## src/rtl/vector_exec_wb.sv

```systemverilog
// vector_exec_wb: single-instruction vector execute/writeback engine for an
// 8 x 256-bit vector register file. Reads both sources, snapshots them,
// computes LPC lanes per cycle into a result buffer, then issues one write.
// Optional feature: define VEXEC_SATURATE_EN to make ADD/SUB saturate per lane
// to the signed range instead of wrapping.
// All outputs are registered off the current state, so each output becomes
// visible one cycle after the state that decides it.
module vector_exec_wb #(
    parameter int unsigned LANE_W = 16,
    parameter int unsigned LPC    = 4
) (
    input  logic         clk,
    input  logic         Vreset,
    input  logic         Vstart,
    input  logic [1:0]   Vop,
    input  logic [2:0]   VsrcA,
    input  logic [2:0]   VsrcB,
    input  logic [2:0]   Vdst,
    input  logic [255:0] Va,
    input  logic [255:0] Vb,
    output logic [2:0]   VreadA,
    output logic [2:0]   VreadB,
    output logic [2:0]   VwrAddr,
    output logic [255:0] Vwrdata,
    output logic         VwrEn,
    output logic         VwrStart,
    output logic         Vbusy,
    output logic         Vdone
);

    localparam int unsigned NLANE = 256 / LANE_W;
    localparam int unsigned NCYC  = NLANE / LPC;
    localparam int unsigned CNT_W = (NCYC > 1) ? $clog2(NCYC) : 1;
    localparam logic [CNT_W-1:0] CNT_LAST = CNT_W'(NCYC - 1);

    typedef enum logic [2:0] {
        StIdle,
        StRd,
        StCap,
        StExec,
        StWb,
        StDone
    } state_e;

    state_e           state_q, state_d;
    logic [1:0]       op_q, op_d;
    logic [2:0]       dst_q, dst_d;
    logic [CNT_W-1:0] cnt_q, cnt_d;
    logic [255:0]     opa_q, opa_d;
    logic [255:0]     opb_q, opb_d;
    logic [255:0]     res_q, res_d;
    logic [2:0]       read_a_q, read_a_d;
    logic [2:0]       read_b_q, read_b_d;
    logic             wr_en_q, wr_en_d;
    logic [2:0]       wr_addr_q, wr_addr_d;
    logic [255:0]     wr_data_q, wr_data_d;
    logic             busy_q, busy_d;
    logic             done_q, done_d;

    // One lane of the datapath; lanes never interact.
    function automatic logic [LANE_W-1:0] lane_op(input logic [1:0]        op,
                                                  input logic [LANE_W-1:0] a,
                                                  input logic [LANE_W-1:0] b);
        logic [LANE_W-1:0] r;
`ifdef VEXEC_SATURATE_EN
        logic [LANE_W:0] ext;
        ext = '0;
`endif
        r = '0;
        unique case (op)
`ifdef VEXEC_SATURATE_EN
            2'b00: ext = {a[LANE_W-1], a} + {b[LANE_W-1], b};
            2'b01: ext = {a[LANE_W-1], a} - {b[LANE_W-1], b};
`else
            2'b00: r = a + b;
            2'b01: r = a - b;
`endif
            2'b10: r = a & b;
            default: r = ($signed(a) > $signed(b)) ? a : b;
        endcase
`ifdef VEXEC_SATURATE_EN
        // Sign-extended sum: the top two bits differ exactly on signed overflow.
        if (op[1] == 1'b0) begin
            if (ext[LANE_W] != ext[LANE_W-1]) begin
                r = ext[LANE_W] ? {1'b1, {(LANE_W-1){1'b0}}} : {1'b0, {(LANE_W-1){1'b1}}};
            end else begin
                r = ext[LANE_W-1:0];
            end
        end
`endif
        return r;
    endfunction

    // Next-state, datapath and registered-output decode.
    always_comb begin
        state_d   = state_q;
        op_d      = op_q;
        dst_d     = dst_q;
        cnt_d     = cnt_q;
        opa_d     = opa_q;
        opb_d     = opb_q;
        res_d     = res_q;
        read_a_d  = read_a_q;
        read_b_d  = read_b_q;
        wr_en_d   = 1'b0;
        wr_addr_d = '0;
        wr_data_d = '0;
        busy_d    = busy_q;
        done_d    = 1'b0;

        unique case (state_q)
            StIdle: begin
                if (Vstart) begin
                    op_d     = Vop;
                    dst_d    = Vdst;
                    read_a_d = VsrcA;
                    read_b_d = VsrcB;
                    busy_d   = 1'b1;
                    state_d  = StRd;
                end
            end
            StRd: begin
                // Regfile samples the read addresses on this edge.
                state_d = StCap;
            end
            StCap: begin
                // Snapshot so later regfile read data cannot leak into the result.
                opa_d   = Va;
                opb_d   = Vb;
                cnt_d   = '0;
                state_d = StExec;
            end
            StExec: begin
                for (int unsigned j = 0; j < LPC; j++) begin
                    res_d[(32'(cnt_q) * LPC + j) * LANE_W +: LANE_W] =
                        lane_op(op_q,
                                opa_q[(32'(cnt_q) * LPC + j) * LANE_W +: LANE_W],
                                opb_q[(32'(cnt_q) * LPC + j) * LANE_W +: LANE_W]);
                end
                cnt_d = cnt_q + CNT_W'(1);
                if (cnt_q == CNT_LAST) begin
                    state_d = StWb;
                end
            end
            StWb: begin
                wr_en_d   = 1'b1;
                wr_addr_d = dst_q;
                wr_data_d = res_q;
                state_d   = StDone;
            end
            StDone: begin
                done_d  = 1'b1;
                busy_d  = 1'b0;
                state_d = StIdle;
            end
            default: begin
                state_d = StIdle;
            end
        endcase
    end

    // State and output registers; reset aborts any op in flight without a write.
    always_ff @(posedge clk) begin
        if (Vreset) begin
            state_q   <= StIdle;
            op_q      <= '0;
            dst_q     <= '0;
            cnt_q     <= '0;
            opa_q     <= '0;
            opb_q     <= '0;
            res_q     <= '0;
            read_a_q  <= '0;
            read_b_q  <= '0;
            wr_en_q   <= 1'b0;
            wr_addr_q <= '0;
            wr_data_q <= '0;
            busy_q    <= 1'b0;
            done_q    <= 1'b0;
        end else begin
            state_q   <= state_d;
            op_q      <= op_d;
            dst_q     <= dst_d;
            cnt_q     <= cnt_d;
            opa_q     <= opa_d;
            opb_q     <= opb_d;
            res_q     <= res_d;
            read_a_q  <= read_a_d;
            read_b_q  <= read_b_d;
            wr_en_q   <= wr_en_d;
            wr_addr_q <= wr_addr_d;
            wr_data_q <= wr_data_d;
            busy_q    <= busy_d;
            done_q    <= done_d;
        end
    end

    assign VreadA   = read_a_q;
    assign VreadB   = read_b_q;
    assign VwrAddr  = wr_addr_q;
    assign Vwrdata  = wr_data_q;
    assign VwrEn    = wr_en_q;
    assign VwrStart = wr_en_q;
    assign Vbusy    = busy_q;
    assign Vdone    = done_q;

endmodule

```

## config.mk

```make
export PLATFORM = sky130hd
export DESIGN_NAME = vector_exec_wb
export DESIGN_NICKNAME = d
export VERILOG_FILES = /design/src/rtl/vector_exec_wb.sv
export SDC_FILE = /design/constraint.sdc
export NUM_CORES = 2
export LEC_CHECK = 0
export CAP_MARGIN = 20
export CORE_AREA = 2 2 310 312
export DETAILED_ROUTE_END_ITERATION = 12
export DIE_AREA = 0 0 312 314
export GPL_ROUTABILITY_DRIVEN = 0
export GPL_TIMING_DRIVEN = 0
export PLACE_DENSITY = 0.76
export RECOVER_POWER = 25
export SYNTH_ARGS = -nofsm -noshare
export SYNTH_HDL_FRONTEND = slang
export SYNTH_SLANG_ARGS = --single-unit
```

## constraint.sdc

```tcl
create_clock -name clk -period 11.22 [get_ports clk]
set_clock_uncertainty 0.2 [all_clocks]
set_input_delay 1.683 -clock clk [delete_from_list [all_inputs] [get_ports clk]]
set_output_delay 1.683 -clock clk [all_outputs]
set_load 0.02 [all_outputs]
```

==> impl_results.md <==
* CP delay by family, top: buffers and inverters
* Global-route wire length before repair at between 200000 and 300000 µm
* Worst-Margin Slew at 1.22 ns
* DR iter-0 viols at 5817
* Netlist cell types at 85
* Post-CTS sizing at 0
* Antenna violations before repair at 27
* HP Class: flop to flop
* Final TNS setup at 0 ns
* Via density per instance at about 5.9
* Placed cells at 7235
* P_leak at around 21 nW
* Worst VDD drop at 0.129 mV
* Fin. Hold Viols at 0
* Synthesized net count at between 5000 and 6000
* Io pins at 795
* DRC Markers at 0
* Max-Cap Viols at 0
* Ratio of cells with drive above 1 in the final layout at 6.51%
* Post-CTS Hold Fix Bufs at 0
* CTS sink cnt at 1046
* Postcts setup bufs at 0
* DRT antenna net count at 0
* Pint at 6.39 mW
* Die width at approximately 310 µm
* Synth area leader: dfxtp_1
* Clock Tree Root: clkbuf_16
* Final Critical Period at 7.12 ns
* Avg Inst Size Synth at 8.66 µm²
* Final cell count without fillers at approximately 7400
* CP Cell Sequence: buf_4 > buf_2 > buf_4 > buf_2 > mux2i_1 > nand2_1 > o21ai_0 > ha_1 > fa_1 > nor2b_1 > o21bai_1 > nand3_1 > a211oi_1 > nor2_1 > buf_2 > o211ai_1 > a22oi_1 > o21ai_0
* Number of port buffers at 793
* Max Slew Vio Count at 0
* WP buf/inv at 5
* Sequential fraction of the synthesis area at roughly 47%
* Number of synthesized flops with an enable pin at 0
* Die footprint at a little under 100000 µm²
* Crit path required time at 11.55 ns
* H-tree Lvls at 3
* Post-synthesis register bit count at 1046
* Post-layout instance area at 57800 µm²
* Pwr/cell area at 154 nW/µm²
* Final Cycle Share at approximately 63%
* Via count at 43697
* YS warnings at 0
* F_max at 140 MHz
* CTS tree: built
* Clk buf depth at 3
* Switch Pwr at 2.52 mW
* Max transition margin at 18.5%
* Core area at 94400 µm²
* Status: finished, final reports clean
* Slowest CP cell: a22oi_1
* Initial core utilization at 47.4%
* Total wire length at 192000 µm
* Clock power share at 39.1%
* Mapped Cells at just over 5000
* Final Net Count at 6749
* Startpoint types: flop
* Critical path type: flop to flop
* Grt ovf at 0
* Cts bufs inserted at 102
* Largest net degree at the start of global routing at 16
* # rows at roughly 110
* Peak per-stage delay on the critical path at about 0.80 ns
* Sw Share at between 20% and 30%
* Initial DRT Pass Iterations at 6
* Crit. End Element: flop
* Logic pwr share at 17.2%
* Die Y-Extent at 314 µm
* RSZ-0062 raised after global routing: false
* Synth-to-Final Area Change at 29.2%
* Clock latency on the worst-skew pair at 0.71 ns
* Clock transition at path regs at roughly 0.060 ns
* Synth area leaders: dfxtp_1, nand2_1, a21oi_1
* Main synth FF type: dfxtp_1
* Mean routed wirelength per cell at between 20 and 30 µm
* Most common cell on crit path: buf_2
* Crit Path Max Fanout at 10
* Mapped Area at between 40000 and 50000 µm²
* Post-synth ARST share at 0%
* Placed inst area at about 54000 µm²
* WP data arrival at 7.45 ns
* GRT Total Usage at 37.7%
* Hpwl dp at 153000 µm
* Vias in the first global route at 42109
* Sequential share of power at 43.6%
* Endpoints failing setup at 0
* Synth top area share at a little under half
==> power groups by stage <==
stage,combinational (mW),sequential [mW],clock (mW)
2_1_floorplan,0.832,3.94,0
3_3_place_gp,1.44,3.96,0
3_5_place_dp,1.46,3.96,0
4_1_cts,1.47,3.88,3.49
5_1_grt,1.61,3.89,3.64
6_report,1.54,3.89,3.49
==> flip-flops by register name (all words and copies together), names as in the netlist <==
name,flops
Vbusy,1
Vwrdata,256
opb_q,256
VreadA,3
op_q,2
VwrEn,1
VwrAddr,3
VreadB,3
opa_q,256
dst_q,3
res_q,256
state_q,3
cnt_q,2
Vdone,1
==> routing by layer <==
metal	GRT usage (%)	up-vias	share of wire, %
met5	0	-	0.063
met4	25.8	18	7.7
met3	9.96	705	11
met2	59.5	2942	44
met1	45.3	20536	37
li1	-	19496	-
==> stage by stage <==
step	hold WS [ns]	util, %	setup slack (ns)	power (mW)
floorplan	0.217	-	6.81	4.77
global placement	0.225	57.5	4.51	5.40
detailed placement	0.234	57.6	4.52	5.43
CTS	0.247	61.2	4.47	8.84
global route	0.259	61.2	4.07	9.14
finish	0.244	61.3	4.10	8.91
==> worst reg2reg max path, cell delays in order, from the launching register on <==
cell      delay, ns
dfxtp_1        0.45
buf_4          0.38
buf_2          0.52
buf_4          0.42
buf_2          0.54
mux2i_1        0.18
nand2_1        0.10
o21ai_0        0.43
ha_1           0.43
fa_1           0.39
nor2b_1        0.17
o21bai_1       0.11
nand3_1        0.28
a211oi_1       0.16
nor2_1         0.63
buf_2          0.44
o211ai_1       0.13
a22oi_1        0.80
o21ai_0        0.21
==> cell usage after synthesis, types with 28 or more instances <==
cell / count
o21ai_0: 244
mux4_2: 128
nand2_1: 1282
inv_1: 130
a22o_1: 55
nor3_1: 55
nand3_1: 50
dfxtp_1: 1046
clkbuf_1: 298
a31oi_1: 28
a211oi_1: 35
o31ai_1: 35
a21oi_1: 649
nor2_1: 184
xnor2_1: 35
nor2b_1: 32
buf_2: 48
ha_1: 137
and2_1: 264
mux2i_1: 33
==> layout by cell type (no fill, tap or decap), types with 66 or more instances in the layout <==
master,instances
dlygate4sd3_1,66
and2_1,107
a21oi_1,649
inv_1,130
clkdlybuf4s50_1,727
dfxtp_1,1046
nor2_1,184
clkbuf_16,105
ha_1,137
clkbuf_1,321
and2_0,157
mux4_2,128
nand2_1,1282
o21ai_0,244
==> kinds of logic (layout without fill, tap and decap cells) <==
group,count (synthesis),in the layout,share of synthesized area [%]
AO/OA/AOI/OAI,1273,1273,17.0
multiplexers,166,166,7.30
other,0,17,0
XOR/XNOR,45,45,0.880
buffers and inverters,499,1487,4.40
flip-flops,1046,1046,46.8
AND/OR/NAND/NOR,1997,1997,19.5
adder cells (fa/ha/maj),145,145,4.18
==> worst paths after layout <==
| kind | startpoint | slack, ns | cells after the start | end |
|---|---|---|---|---|
| worst max-delay path | cnt_q[0]$_SDFFE_PP0P_ | 4.10 | 18 | res_q[133]$_SDFFE_PP0P_ |
| worst min-delay path | res_q[73]$_SDFFE_PP0P_ | 0.24 | 2 | res_q[73]$_SDFFE_PP0P_ |
| worst max register to register | cnt_q[0]$_SDFFE_PP0P_ | 4.10 | 18 | res_q[133]$_SDFFE_PP0P_ |
| worst min register to register | res_q[73]$_SDFFE_PP0P_ | 0.24 | 2 | res_q[73]$_SDFFE_PP0P_ |
==> final cells by class <==
class / count / area, µm²
fill: 8368 / 36600
multi-input combinational: 3626 / 21900
sequential: 1046 / 20900
timing repair buffer: 803 / 8040
clock buffer: 147 / 3000
tap: 1265 / 1580
buffer: 368 / 1480
inverter: 131 / 492
clock inverter: 38 / 397
antenna: 17 / 42.5
Power figures use the tool's default switching activity.
